===== src/rtl/rom_stream_loader.sv =====
// ROM stream loader: turns a byte-serial ioctl download into 16-bit SDRAM
// word writes (little-endian packing) and direct BRAM byte writes.
//
// state | meaning
// IDLE  | no word held; next byte (pending one first) is decoded here
// HOLD  | low byte of an SDRAM word held, waiting for its odd partner
// REQ   | SDRAM word write outstanding during the load
// FLUSH | held partial word written after ioctl_download dropped
module rom_stream_loader #(
   parameter int SDR_BYTES = 1048576,
   parameter int NUM_BRAM  = 6,
   parameter int BRAM_AW   = 16
) (
   input  logic                CLK,
   input  logic                RSTn,
   input  logic                ioctl_download,
   input  logic                ioctl_wr,
   input  logic [24:0]         ioctl_addr,
   input  logic [7:0]          ioctl_data,
   output logic                ioctl_wait,
   output logic [24:0]         sdr_addr,
   output logic [15:0]         sdr_data,
   output logic [1:0]          sdr_be,
   output logic                sdr_req,
   input  logic                sdr_rdy,
   output logic [BRAM_AW-1:0]  bram_addr,
   output logic [7:0]          bram_data,
   output logic [NUM_BRAM-1:0] bram_cs,
   output logic                bram_wr,
   output logic                load_done,
   output logic [1:0]          err
);

   typedef enum logic [1:0] {S_IDLE, S_HOLD, S_REQ, S_FLUSH} state_t;

   localparam logic [25:0] SDR_L = 26'(SDR_BYTES);

   state_t              r_state;
   state_t              w_state_nxt;
   logic [24:0]         r_sdr_addr;
   logic [15:0]         r_sdr_data;
   logic [1:0]          r_sdr_be;
   logic                r_sdr_req;
   logic                r_pend;
   logic [24:0]         r_pend_addr;
   logic [7:0]          r_pend_data;
   logic                r_bram_wr;
   logic [NUM_BRAM-1:0] r_bram_cs;
   logic [BRAM_AW-1:0]  r_bram_addr;
   logic [7:0]          r_bram_data;
   logic                r_load_done;
   logic                r_done_arm;
   logic [1:0]          r_err;
   logic                r_dl_d;

   logic                w_wait;
   logic                w_strobe;
   logic                w_accept;
   logic                w_drop;
   logic                w_src_pend;
   logic                w_b_vld;
   logic [24:0]         w_b_addr;
   logic [7:0]          w_b_data;
   logic [25:0]         w_off;
   logic [25:0]         w_idx;
   logic                w_is_sdr;
   logic                w_is_bram;
   logic [NUM_BRAM-1:0] w_cs;
   logic                w_same_word;
   logic                w_dl_fall;
   logic                w_dl_rise;
   logic                w_done;
   logic                w_ld_even;
   logic                w_ld_odd;
   logic                w_merge;
   logic                w_pend_set;
   logic                w_pend_clr;
   logic                w_do_bram;
   logic                w_err_rng;

   // The host is held off while a write is outstanding or a byte is parked.
   assign w_wait     = (r_state == S_REQ) || (r_state == S_FLUSH) || r_pend;
   assign w_strobe   = ioctl_download && ioctl_wr;
   assign w_accept   = w_strobe && !w_wait;
   assign w_drop     = w_strobe && w_wait;
   // A parked byte is replayed in IDLE before anything new is accepted.
   assign w_src_pend = (r_state == S_IDLE) && r_pend;
   assign w_b_vld    = w_src_pend || w_accept;
   assign w_b_addr   = w_src_pend ? r_pend_addr : ioctl_addr;
   assign w_b_data   = w_src_pend ? r_pend_data : ioctl_data;

   assign w_is_sdr    = {1'b0, w_b_addr} < SDR_L;
   assign w_off       = {1'b0, w_b_addr} - SDR_L;
   assign w_idx       = w_off >> BRAM_AW;
   assign w_is_bram   = !w_is_sdr && (w_idx < 26'(NUM_BRAM));
   assign w_same_word = w_b_addr[24:1] == r_sdr_addr[24:1];

   assign w_dl_fall = r_dl_d && !ioctl_download;
   assign w_dl_rise = !r_dl_d && ioctl_download;
   assign w_done    = r_done_arm && !ioctl_download && (r_state == S_IDLE) && !r_pend;

   // One-hot region select for the decoded BRAM index.
   always_comb begin
      w_cs = '0;
      for (int i = 0; i < NUM_BRAM; i++) begin
         w_cs[i] = (w_idx == 26'(i));
      end
   end

   // State register.
   always_ff @(posedge CLK or negedge RSTn) begin
      if (!RSTn) r_state <= S_IDLE;
      else       r_state <= w_state_nxt;
   end

   // Next-state and datapath control decode.
   always_comb begin
      w_state_nxt = r_state;
      w_ld_even   = 1'b0;
      w_ld_odd    = 1'b0;
      w_merge     = 1'b0;
      w_pend_set  = 1'b0;
      w_pend_clr  = 1'b0;
      w_do_bram   = 1'b0;
      w_err_rng   = 1'b0;
      case (r_state)
         S_IDLE: begin
            w_pend_clr = w_src_pend;
            if (w_b_vld) begin
               if (w_is_sdr) begin
                  if (!w_b_addr[0]) begin
                     w_ld_even   = 1'b1;
                     w_state_nxt = S_HOLD;
                  end else begin
                     w_ld_odd    = 1'b1;
                     w_state_nxt = S_REQ;
                  end
               end else if (w_is_bram) begin
                  w_do_bram = 1'b1;
               end else begin
                  w_err_rng = 1'b1;
               end
            end
         end
         S_HOLD: begin
            if (w_accept) begin
               if (w_is_sdr && w_same_word && w_b_addr[0]) begin
                  w_merge     = 1'b1;
                  w_state_nxt = S_REQ;
               end else if (w_is_sdr && w_same_word) begin
                  // Rewrite of the held low byte; keep holding.
                  w_ld_even = 1'b1;
               end else if (w_is_sdr || w_is_bram) begin
                  w_pend_set  = 1'b1;
                  w_state_nxt = S_REQ;
               end else begin
                  w_err_rng = 1'b1;
               end
            end else if (!ioctl_download) begin
               w_state_nxt = S_FLUSH;
            end
         end
         S_REQ, S_FLUSH: begin
            if (r_sdr_req && sdr_rdy) w_state_nxt = S_IDLE;
         end
         default: w_state_nxt = S_IDLE;
      endcase
   end

   // SDRAM word assembly and request handshake.
   always_ff @(posedge CLK or negedge RSTn) begin
      if (!RSTn) begin
         r_sdr_addr <= '0;
         r_sdr_data <= '0;
         r_sdr_be   <= '0;
         r_sdr_req  <= 1'b0;
      end else begin
         if (w_ld_even) begin
            r_sdr_addr <= {w_b_addr[24:1], 1'b0};
            r_sdr_data <= {8'h00, w_b_data};
            r_sdr_be   <= 2'b01;
         end else if (w_ld_odd) begin
            r_sdr_addr <= {w_b_addr[24:1], 1'b0};
            r_sdr_data <= {w_b_data, 8'h00};
            r_sdr_be   <= 2'b10;
         end else if (w_merge) begin
            r_sdr_data[15:8] <= w_b_data;
            r_sdr_be         <= 2'b11;
         end
         if ((r_state == S_REQ) || (r_state == S_FLUSH)) r_sdr_req <= !(r_sdr_req && sdr_rdy);
         else                                            r_sdr_req <= 1'b0;
      end
   end

   // Byte parked while the held partial word is being written out.
   always_ff @(posedge CLK or negedge RSTn) begin
      if (!RSTn) begin
         r_pend      <= 1'b0;
         r_pend_addr <= '0;
         r_pend_data <= '0;
      end else if (w_pend_set) begin
         r_pend      <= 1'b1;
         r_pend_addr <= ioctl_addr;
         r_pend_data <= ioctl_data;
      end else if (w_pend_clr) begin
         r_pend <= 1'b0;
      end
   end

   // BRAM byte write pulse; select is forced to zero outside the pulse.
   always_ff @(posedge CLK or negedge RSTn) begin
      if (!RSTn) begin
         r_bram_wr   <= 1'b0;
         r_bram_cs   <= '0;
         r_bram_addr <= '0;
         r_bram_data <= '0;
      end else begin
         r_bram_wr <= w_do_bram;
         r_bram_cs <= w_do_bram ? w_cs : '0;
         if (w_do_bram) begin
            r_bram_addr <= w_off[BRAM_AW-1:0];
            r_bram_data <= w_b_data;
         end
      end
   end

   // Download edge tracking, completion pulse and sticky error flags.
   always_ff @(posedge CLK or negedge RSTn) begin
      if (!RSTn) begin
         r_dl_d      <= 1'b0;
         r_done_arm  <= 1'b0;
         r_load_done <= 1'b0;
         r_err       <= '0;
      end else begin
         r_dl_d      <= ioctl_download;
         r_load_done <= w_done;
         if (w_dl_fall)                  r_done_arm <= 1'b1;
         else if (w_dl_rise || w_done)   r_done_arm <= 1'b0;
         r_err <= (w_dl_rise ? 2'b00 : r_err) | {w_drop, w_err_rng};
      end
   end

   assign ioctl_wait = w_wait;
   assign sdr_addr   = r_sdr_addr;
   assign sdr_data   = r_sdr_data;
   assign sdr_be     = r_sdr_be;
   assign sdr_req    = r_sdr_req;
   assign bram_addr  = r_bram_addr;
   assign bram_data  = r_bram_data;
   assign bram_cs    = r_bram_cs;
   assign bram_wr    = r_bram_wr;
   assign load_done  = r_load_done;
   assign err        = r_err;

endmodule


===== config.mk =====
export PLATFORM = sky130hd
export DESIGN_NAME = rom_stream_loader
export DESIGN_NICKNAME = d
export VERILOG_FILES = /design/src/rtl/rom_stream_loader.sv
export SDC_FILE = /design/constraint.sdc
export NUM_CORES = 1
export LEC_CHECK = 0
export ABC_AREA = 1
export CAP_MARGIN = 20
export CORE_MARGIN = 2
export CORE_UTILIZATION = 38
export CTS_BUF_LIST = sky130_fd_sc_hd__clkbuf_4 sky130_fd_sc_hd__clkbuf_8
export CTS_CLUSTER_SIZE = 28
export DETAILED_ROUTE_END_ITERATION = 8
export DONT_BUFFER_PORTS = 1
export HOLD_SLACK_MARGIN = 0.15
export SETUP_SLACK_MARGIN = 0.5
export SLEW_MARGIN = 30
export SYNTH_ARGS = -nofsm -noshare
export SYNTH_HDL_FRONTEND = slang
export SYNTH_SLANG_ARGS = --single-unit

===== constraint.sdc =====
create_clock -name CLK -period 2.1 [get_ports CLK]
set_input_delay 0.42 -clock CLK [delete_from_list [all_inputs] [get_ports CLK]]
set_output_delay 0.42 -clock CLK [all_outputs]
set_load 0.01 [all_outputs]

=== Yosys cells after proc, flatten, opt, wreduce, memory -nomap -nowiden ===
Index checks and enable logic that the tools add are counted.
W data, S select, Z words.

* Add/sub/neg operators: 1
* Order comparisons: 2
* Equal/unequal tests: 15
* Muxes and demuxes: 60
* Bitwise gates (word level): 1
* Reduce and logical (&&, ||, !) cells: 32

{| class="wikitable"
|+ Operators with widths
! cell !! count
|-
| $mux W25 || 3
|-
| $mux W1 || 35
|-
| $mux W8 || 4
|-
| $logic_not A26 Y1 || 1
|-
| $mux W2 || 13
|-
| $sub A25 B21 Y26 const B || 1
|-
| $lt A25 B21 Y1 const B || 1
|-
| $eq A24 B24 Y1 || 1
|-
| $eq A10 B2 Y1 const B || 2
|-
| $eq A10 B3 Y1 const B || 2
|-
| $mux W16 || 1
|-
| $logic_and A1 B1 Y1 || 13
|-
| $eq A10 B1 Y1 const B || 1
|-
| $lt A10 B3 Y1 const B || 1
|-
| $ne A4 B4 Y1 const B || 2
|-
| $logic_not A1 Y1 || 6
|-
| $mux W6 || 1
|-
| $ne A2 B2 Y1 const B || 3
|-
| $pmux W2 S3 || 1
|-
| $reduce_and A6 Y1 || 1
|-
| $reduce_bool A2 Y1 || 3
|-
| $logic_or A1 B1 Y1 || 5
|-
| $eq A2 B2 Y1 const B || 2
|-
| $pmux W1 S2 || 2
|-
| other kinds (6) || 6
|}

* Flip-flop bits (word level): 116
* Input port bits: 38
* Output and inout port bits: 79
* Logic and storage cells: 128

=== Longest topological paths before layout ===
Gate-level depths: netlist (run 1).

* Depth after elaboration: 13
* Mapped depth: 18
* Mapped depth without buffers: 16

=== Worst setup path after synthesis (run 1) ===
Ideal clock, no wire load.

* Path type: reg2reg
* Start point: register r_state[1]
* End point: register r_sdr_data[0] (netlist: sdr_data[0])
* Setup time: 0.123 ns
* Arrival: 1.989 ns
* Setup slack: -0.012 ns
* Stages on the path, launching flop included: 15
* Buffers on the path: 2
* Period minus slack after synthesis: 2.112 ns
* Path through: dfrtp_1 nor2_4 buf_4 nand3_1 nand2_1 nand2_1 nor2_4 nand3_2 nor2_1 nand3_1 nand3_4 inv_2 buf_6 nand2_1 o21ai_1

* Longest elaborated chain between the ends: 10

{| class="wikitable"
|+ RTL lines
! element !! line !! source
|-
| from (decl) || 38 || <nowiki>state_t r_state;</nowiki>
|-
| from (signal assigned) || 113 || <nowiki>else r_state <= w_state_nxt;</nowiki>
|-
| $logic_not A2 Y1 || 87, 126 ||
|-
| $logic_and A1 B1 Y1 || 87 || <nowiki>assign w_src_pend = (r_state == S_IDLE) && r_pend;</nowiki>
|-
| $mux W25 || 89 || <nowiki>assign w_b_addr = w_src_pend ? r_pend_addr : ioctl_addr;</nowiki>
|-
| $lt A25 B21 Y1 or $eq A24 B24 Y1 (tied branches) || 92, 96 ||
|-
| $logic_and A1 B1 Y1 || 147, 150 ||
|-
| $mux W1 or $logic_and A1 B1 Y1 (tied branches) || 150, 147 ||
|-
| $mux W1 || 147 || <nowiki>if (w_is_sdr && w_same_word && w_b_addr[0]) begin</nowiki>
|-
| $mux W1 || 146 || <nowiki>if (w_accept) begin</nowiki>
|-
| $pmux W1 S2 || 126 || <nowiki>case (r_state)</nowiki>
|-
| $mux W16 or $reduce_bool A2 Y1 (tied branches) || n/a ||
|-
| to (signal assigned) || 180 || <nowiki>r_sdr_data <= {8'h00, w_b_data};</nowiki>
|-
| to (signal assigned) || 184 || <nowiki>r_sdr_data <= {w_b_data, 8'h00};</nowiki>
|-
| to (decl) || 41 || <nowiki>logic [15:0] r_sdr_data;</nowiki>
|}

Several ways; a longest one is shown, not always the timed one.
A chain may end at the register's enable or synchronous reset.

=== Final worst setup path (run 1) ===
* Start point: register r_state[1]
* End point: register r_sdr_addr[4] (netlist: sdr_addr[4])

* Longest elaborated chain between the ends: 10

{| class="wikitable"
|+ RTL lines
! element !! line !! source
|-
| $logic_not A2 Y1 || 87, 126 ||
|-
| $logic_and A1 B1 Y1 || 87 ||
|-
| $mux W25 || 89 ||
|-
| $lt A25 B21 Y1 or $eq A24 B24 Y1 (tied branches) || 92, 96 ||
|-
| $logic_and A1 B1 Y1 || 147, 150 ||
|-
| $mux W1 or $logic_and A1 B1 Y1 (tied branches) || 150, 147 ||
|-
| $mux W1 || 147 ||
|-
| $mux W1 || 146 ||
|-
| $pmux W1 S2 || 126 ||
|-
| $mux W25 or $reduce_bool A2 Y1 (tied branches) || n/a ||
|-
| to (signal assigned) || 179 || <nowiki>r_sdr_addr <= {w_b_addr[24:1], 1'b0};</nowiki>
|-
| to (signal assigned) || 183 || <nowiki>r_sdr_addr <= {w_b_addr[24:1], 1'b0};</nowiki>
|-
| to (decl) || 40 || <nowiki>logic [24:0] r_sdr_addr;</nowiki>
|}

Several ways; a longest one is shown, not always the timed one. The select of a mux whose other input is x is not followed.

==> summary.md, run 1 <==
The worst reg2reg path startpoint was r_state[1]$_DFFE_PN0P_. Derived from the worst setup path, the maximum achievable clock frequency is 427.7 MHz. Wires add up to 16,010 microns. 117 I/O pins were placed.

The switching power of the nets is 0.001961 W, and the total internal power is 0.004209 W. Counting along the longest clock path gives a buffer depth of 2. The share of flip-flops with an asynchronous set or reset after synthesis is 100.0%.

The logs give 0.005580 sq mm for the combined area of all synthesized cells and -0.3515 ns for the worst setup slack after placement. The die outline area is 0.01567 sq mm, and the synthesized area per cell is 7.904 sq um. The run gives 21.2% as the combinational power share.

The kind of path behind the tightest hold check is in -> async. The worst endpoint required time was 2.45 ns. The detail route stage leaves a number of antenna-violating nets equal to 0.

The total of hold buffers inserted after clock tree synthesis came out at 31. The cell sitting at the root of the clock tree is a clkbuf_8. The initial core utilization is 38.69%, and the delay of the slowest cell on the worst path is 0.41 ns. The commonest cells after synthesis are 281 x nand2_1, 115 x dfrtp_1, 67 x inv_1, 56 x nand3_1, 40 x nor2_1.

The run gives 32.8% as the part of the total power dissipated in the clock network. TritonCTS built the clock tree. Fraction of layout instances using a drive strength above 1: 22.16%.

Measured in cells, the most critical reg-to-reg path has a length of 15. Final worst-path cycle share: 111.3%. Walking the worst path, the cells encountered are nor2_4, nand2_4, buf_12, nand2_1, nand3_1, nand2_1, nand2_1, nor2_1, nand2_1, nor2_4, nand3_2, nand3_4, buf_12, nand3_1, o21ai_0. Detailed placement ended at an HPWL of 10,870 microns.

Along the worst path, the maximum fanout reaches 25. The die is 125.2 microns wide. The logs give 706 for the number of standard cells after synthesis and 954 for the number of placed instances, taps included. The first-pass detailed-route iteration total is 6. For the final worst setup slack, the log shows -0.2380 ns. The core region is 0.01442 sq mm. Once layout is complete, the utilization of the core stands at 51.15%.

Among all stages on the critical path, the largest delay is contributed by dfrtp_1. The most used flip-flop cell after synthesis is dfrtp_1. In this run the static leakage power is 3.831 nW. The count of endpoints failing hold in the final timing report was 115; the routed wirelength normalized by instance count was 15.71 microns.

Summed over all instances, the cell type with the most area after synthesis is dfrtp_1. In this run the critical register-to-register path is captured at sdr_addr[4]$_DFFE_PN0P_. From synthesis to final layout, the design area changed by 32.22%. The tools report the row count as 44.

Sorting the synthesized cells by area gives the leading types as dfrtp_1 52%, nand2_1 19%, nand3_1 5.0%. The floorplan step set the die height to 125.2 microns. For the number of distinct library cells after synthesis, the log shows 35.

During synthesis, Yosys emitted a total of 0 warnings. For the number of non-filler instances in the completed layout, the log shows 1,019. The final reports fail on negative hold slack, negative setup slack.

The clock arrives with 0.01582 ns of skew. 0 antenna diodes ended up in the layout. Sequential cells account for 46.0% of the total power.

Using the TritonRoute via totals, the vias-per-cell ratio works out to 5.042. For the critical path arrival, the log shows 2.69 ns. The clock net in this run drives a total of 115 sinks. The first global-routing pass estimated 25,970 microns of wire.

In this run the biggest area consumer among cell types represents 51.57% of the synthesized area. The switching share of power is 31.79%, and the number of setup violations in the final report is 108. Type of the worst setup path: reg -> reg.

The most used standard cell by instance count after synthesis is nand2_1. The ratio of total power to cell area was 836.3 mW/mm^2; the residual DRC count was 0. The register-to-register path setup slack is -0.24 ns. Sequential elements use 51.57% of the synthesized area. The tools report the max-slew violation count as 0. The net count after synthesis is 744, and the number of nets in the final layout is 861. The remaining global-route overflow was 0; the number of CTS-inserted buffers was 17. The buffering stage count on the worst path with inverters included is 2. In this design, the critical path's most frequently occurring cell is nand2_1. Aggregate global-route resource usage: 20.81%. Port buffer count: 0. The kind of start point of the critical path is a flop. The violation count after the first detailed-route iteration came out at 314. Setup repair after global routing could not meet its margin everywhere. The tools report the count of fill cells added during filler insertion as 1,351.

In this design, the largest share of critical-path delay is due to simple AND/OR/NAND/NOR gates. The via count of the first global-routing pass is 5,199, and the peak ir drop on the vdd network is 0.4722 mV. The tools report the number of violations of the max-capacitance limit as 0. Entering global routing, the biggest net connects 116 pins. Routability-driven placement finished with a final weighted congestion of 0.7901. In this run, synthesis produced a sequential element count of 115. The run gives 0 as the initial antenna violation count. The flow ran to the end, but the final reports show violations.

The clock slew at the register clock pins of the worst setup and hold paths came out at 0.07 ns. The total number of vias is 5,138, and the clock insertion delay at the later pin of the skew report is 0.44 ns. The overall power of the completed layout came out at 0.006171 W. The synthesized design contains 0 enable-type register cells. The H-tree was split into 4 levels. The depth of the critical timing path with buffers and inverters included is 15. The final-layout worst hold slack came out at -0.3227 ns.

The worst setup path is captured at a flop. The shortest clock period the worst path allows after layout was 2.338 ns.
## layout by cell type (no fill, tap or decap), types with 3 or more instances in the layout
cell type	instances
dlygate4sd3_1	31
nand2_2	11
nand4_1	3
a31oi_1	13
o21ai_1	27
nor2_1	35
nand3_2	8
inv_1	65
nand2_1	267
buf_6	4
nand2_4	4
clkinv_2	5
inv_2	4
o21ai_2	5
o21ai_0	17
dfrtp_1	114
nand3_4	5
nand3_1	47
clkbuf_8	19
nand3b_1	15
nor2_2	4
buf_12	8
and2_0	8
buf_4	80
nor2_4	5
## metrics by stage
step	TNS, ns	hold WS, ns	area [sq um]
after floorplan	0	0.1244	5693
after global placement	-21.77	0.1291	6489
after detailed placement	-28.54	0.1278	6489
after CTS	-17.87	-0.3602	7317
after global routing	-34.00	-0.3605	7378
final	-18.01	-0.3227	7378
## routing by layer
metal | GRT usage, % | up-vias | part of all wire (%)
met2 | 34.94 | 159 | 50
met5 | 0 | - | 0
met3 | 6.119 | 20 | 6.4
met1 | 25.69 | 2489 | 42
met4 | 7.124 | 0 | 1.7
li1 | - | 2470 | -
## worst max path at each step
stage	startpoint	slack, ns	end
finish	r_state[1]$_DFFE_PN0P_	-0.24	sdr_addr[4]$_DFFE_PN0P_
global route	r_state[0]$_DFFE_PN0P_	-0.41	sdr_data[4]$_DFFE_PN0P_
CTS	r_state[1]$_DFFE_PN0P_	-0.24	sdr_addr[11]$_DFFE_PN0P_
detailed placement	r_state[0]$_DFFE_PN0P_	-0.35	r_pend_data[6]$_DFFE_PN0P_
global placement	r_state[0]$_DFFE_PN0P_	-0.27	r_pend_addr[10]$_DFFE_PN0P_
floorplan	r_state[0]$_DFFE_PN0P_	0.04	sdr_data[0]$_DFFE_PN0P_
## repair_timing
item | 4_1_cts | 5_1_grt
setup buffers | 2 | 0
endpoints found under the setup margin | 111 | 111
cloned | 1 | 0
pin swaps | 4 | 2
resized for setup | 24 | 14
endpoints found under the hold margin | 149 | 115
## power by group through the flow
stage	Clock, W	Sequential, W	Combinational (W)
2_1_floorplan	0	0.00282	0.000770
3_5_place_dp	0	0.00287	0.00120
4_1_cts	0.00207	0.00284	0.00130
5_1_grt	0.00216	0.00287	0.00146
6_report	0.00202	0.00284	0.00131
3_3_place_gp	0	0.00286	0.00116
## flip-flops by register name (all words and copies together), names as in the netlist
name         flops
r_pend_addr     25
bram_addr       16
sdr_addr        24
bram_wr          1
sdr_req          1
r_pend_data      8
bram_cs          6
err              2
r_done_arm       1
r_pend           1
r_state          2
sdr_be           2
load_done        1
sdr_data        16
r_dl_d           1
bram_data        8
## area by class of cell
class,count,area [sq um],area share [%]
sequential,115,2879,39.02
multi-input combinational,491,2445,33.14
timing repair buffer,124,1144,15.50
inverter,74,295.3,4.002
clock buffer,21,276.5,3.748
tap,184,230.2,3.120
clock inverter,10,108.9,1.475
## logic make-up (layout without fill, tap and decap cells)
group,count (synthesis),count (layout),share of synthesized area (%)
and+or+nand+nor,421,421,33.12
AOI/OAI and AO/OA,69,69,7.085
DFF,115,115,51.57
buffers and inverters,100,229,8.161
other,1,1,0.06720
(Power assumes the default switching activity.)
==> run 2, diff against run 1 <==
--- a/config.mk
+++ b/config.mk
@@ -7,13 +7,12 @@
 export LEC_CHECK = 0
 export ABC_AREA = 1
 export CAP_MARGIN = 20
-export CORE_MARGIN = 2
 export CORE_UTILIZATION = 38
-export CTS_BUF_LIST = sky130_fd_sc_hd__clkbuf_4 sky130_fd_sc_hd__clkbuf_8
 export CTS_CLUSTER_SIZE = 28
 export DETAILED_ROUTE_END_ITERATION = 8
 export DONT_BUFFER_PORTS = 1
 export HOLD_SLACK_MARGIN = 0.15
+export REMOVE_ABC_BUFFERS = 1
 export SETUP_SLACK_MARGIN = 0.5
 export SLEW_MARGIN = 30
 export SYNTH_ARGS = -nofsm -noshare
==> run 2 against run 1 <==
The run still ends with negative hold slack, negative setup slack left. Routed wire length is 5.4% higher. Clock-buffer cell count up 1. Sequential share of layout area is 2.5 points lower. Combinational power up 18%. Global-route usage is 1.1 points higher.
==> summary.md, run 2 (synthesis results as in run 1) <==
In the final layout, the multi-input gates occupy 0.002514 sq mm. The buffering stage count on the worst path with inverters included came out at 5. The register name with the most flops is r_pend_addr. The run gives 0.006329 sq mm as the total cell area at the placement stage. Once placement completed, the tool counted placed cells totaling 945.

Entering global routing, the biggest net connects 116 pins. The total number of vias was 5,295. The worst path uses 114.0% of the clock period.

At the end of routability-driven placement, the weighted congestion stood at 0.8046. The largest fanout on the critical path is 25. The tools report the violation count after the first detailed-route iteration as 402.

The final reports fail on negative hold slack, negative setup slack. The flow ran to the end, but the final reports show violations. The number of H-tree branching levels was 4; the critical path arrival was 2.69 ns. The tools report the final worst setup slack as -0.2945 ns.

Family with the most delay on the worst path: simple AND/OR/NAND/NOR gates. The die is 123.2 microns wide. Global routing finished with a remaining overflow of 0. For the post-DP HPWL, the log shows 10,450 microns. The critical path is of the reg -> reg type. The core region is 0.01410 sq mm. The sequential standard cell area came out at 0.002878 sq mm. The most numerous cell type found on the critical path is nand2_1. The standard cell with the maximum stage delay on the critical path is dfrtp_1. Setup violations remaining at the end of the flow were counted as 109. The via count of the first global-routing pass was 5,119.

The tools report the wire length of the first global-routing pass as 25,130 microns. The tools report the count of endpoints failing hold in the final timing report as 115. For this run, the total global-route usage over all layers was measured as 21.90%. The path class of the tightest hold or removal check is in -> async. IR analysis of the VDD net gives a maximum drop of 0.5439 mV.

The worst setup path is captured at a flop. The run gives 35.61% as the global-route track usage on met2. The library cell used as clock root buffer is clkbuf_16. In this run, post-CTS hold repair placed 26 buffers. No sink is reached through more buffers than the 2 on the longest clock path. In the final layout, the share of cells above drive strength 1 is 25.44%.

The register with the most flip-flops in the layout has 25 of them. The leakage power of the design was 4.050 nW. The first TritonRoute pass finished after 5 iterations. Final-layout worst hold slack: -0.2985 ns. The net count of the finished layout is 870. TritonCTS built the clock tree. Row count: 43. The die is 123.2 microns tall.

Number of placed I/O pins: 117. Leaving out filler cells and counting taps, the final layout contains 1,025. The tool flagged a number of max-cap violations equal to 0.

The residual DRC count is 0. 0 antenna diodes ended up in the layout. The clock net in this run drives a total of 115 sinks.

In the global route stage, met3 resource usage came out at 5.397%. The shortest clock period the worst path allows after layout works out to 2.395 ns. In the layout the commonest cells are 260 x nand2_1, 115 x dfrtp_1, 83 x buf_4. The initial core utilization was 39.59%; the delay of the slowest cell on the worst path was 0.40 ns. The max-slew violation count was 0. For this run, global-route usage on met1 was measured as 26.73%.

The critical path goes through nor2_4, buf_6, buf_6, buf_16, nand3_1, nand2_1, nand2_1, nand2_1, nand2_1, nor2_2, nand2_2, nor2_4, nand3_2, nand3_4, buf_12, inv_16, nand2_1, o21ai_1. The routed design has 16,870 microns of wire. The clock slew at the register clock pins of the worst setup and hold paths is 0.05 ns, and the worst setup slack after placement is -0.3510 ns.

The logs give 0 for the initial antenna violation count and 0 for the number of nets with antenna violations after routing. STA classifies the critical path startpoint as a flop. The die covers 0.01517 sq mm.

For the final database, setup skew stands at 0.006754 ns. Fill cells in the final layout number 1,197. Port buffering added 0 buffers.

TritonCTS created 17 clock buffers. The clock insertion delay at the later pin of the skew report was 0.41 ns; the worst endpoint required time was 2.40 ns. The top achievable clock speed was 417.6 MHz.

Commonest non-fill, non-tap cell in the layout: nand2_1. The routed via count divided by cell count works out to 5.166. Summing all non-filler instances in the final layout gives an area of 0.007876 sq mm. The layer flagged by global routing as most heavily used is met2. The ratio of total power to cell area came out at 952.5 mW/mm^2. The layout overhead on the synthesized area was 41.14%.

The routed wirelength normalized by instance count came out at 16.46 microns. Setup repair after global routing could not meet its margin everywhere.
-- run 2: path summary, 6_finish.rpt --
path | startpoint | end | slack [ns] | cells after the start
max in group asynchronous | RSTn | r_dl_d$_DFF_PN0_ | 2.26 | 0
setup / recovery | r_state[1]$_DFFE_PN0P_ | sdr_data[1]$_DFFE_PN0P_ | -0.29 | 18
hold / removal | RSTn | bram_addr[9]$_DFFE_PN0P_ | -0.30 | 0
min in group CLK | ioctl_addr[7] | r_pend_addr[7]$_DFFE_PN0P_ | 0.16 | 2
hold reg to reg | r_pend_data[7]$_DFFE_PN0P_ | r_pend_data[7]$_DFFE_PN0P_ | 0.48 | 2
setup reg to reg | r_state[1]$_DFFE_PN0P_ | sdr_data[1]$_DFFE_PN0P_ | -0.29 | 18
-- run 2: layout make-up --
cell class                 count  share of cell area, %
clock inverter                10                  1.938
sequential                   115                  36.54
timing repair buffer         133                  16.81
tap                          180                  2.859
clock buffer                  22                  6.148
inverter                      74                  3.797
multi-input combinational    491                  31.91
-- run 2: through the flow --
stage	power (W)	hold WS [ns]	TNS (ns)	util [%]
final	0.007502	-0.2985	-22.09	55.88
after global routing	0.007833	-0.3166	-35.68	55.88
after CTS	0.007362	-0.3170	-16.16	53.04
after detailed placement	0.004007	0.1276	-19.67	44.90
after global placement	0.003961	0.1275	-16.07	44.90
after floorplan	0.003504	0.1244	-93.15	-
-- run 2: per-layer routing --
metal | wire [microns] | vias to the layer above
li1 | - | 2485
met1 | 6838 | 2537
met2 | 8347 | 233
met3 | 1141 | 40
met4 | 541 | 0
met5 | 0 | -
-- run 2: worst register-to-register path: cells and delay by family (launching register included) --
family,cells,cell delay (ns)
buffers and inverters,5,0.58
DFF,1,0.40
and+or+nand+nor,12,1.25
AOI/OAI and AO/OA,1,0.06
-- run 2: report_power, final --
part           switching [W]  internal [W]  total (W)
Clock                0.00101       0.00210    0.00311
Sequential          0.000327       0.00252    0.00285
Combinational       0.000821      0.000731    0.00155
Total                0.00215       0.00535    0.00750
-- run 2: what timing repair did --
item / in CTS / in global routing
buffers inserted: 8 / 8
resized for setup: 34 / 57
gates cloned: 2 / 4
setup endpoints to repair: 111 / 111
pin swaps: 4 / 17
hold endpoints to repair: 141 / 115
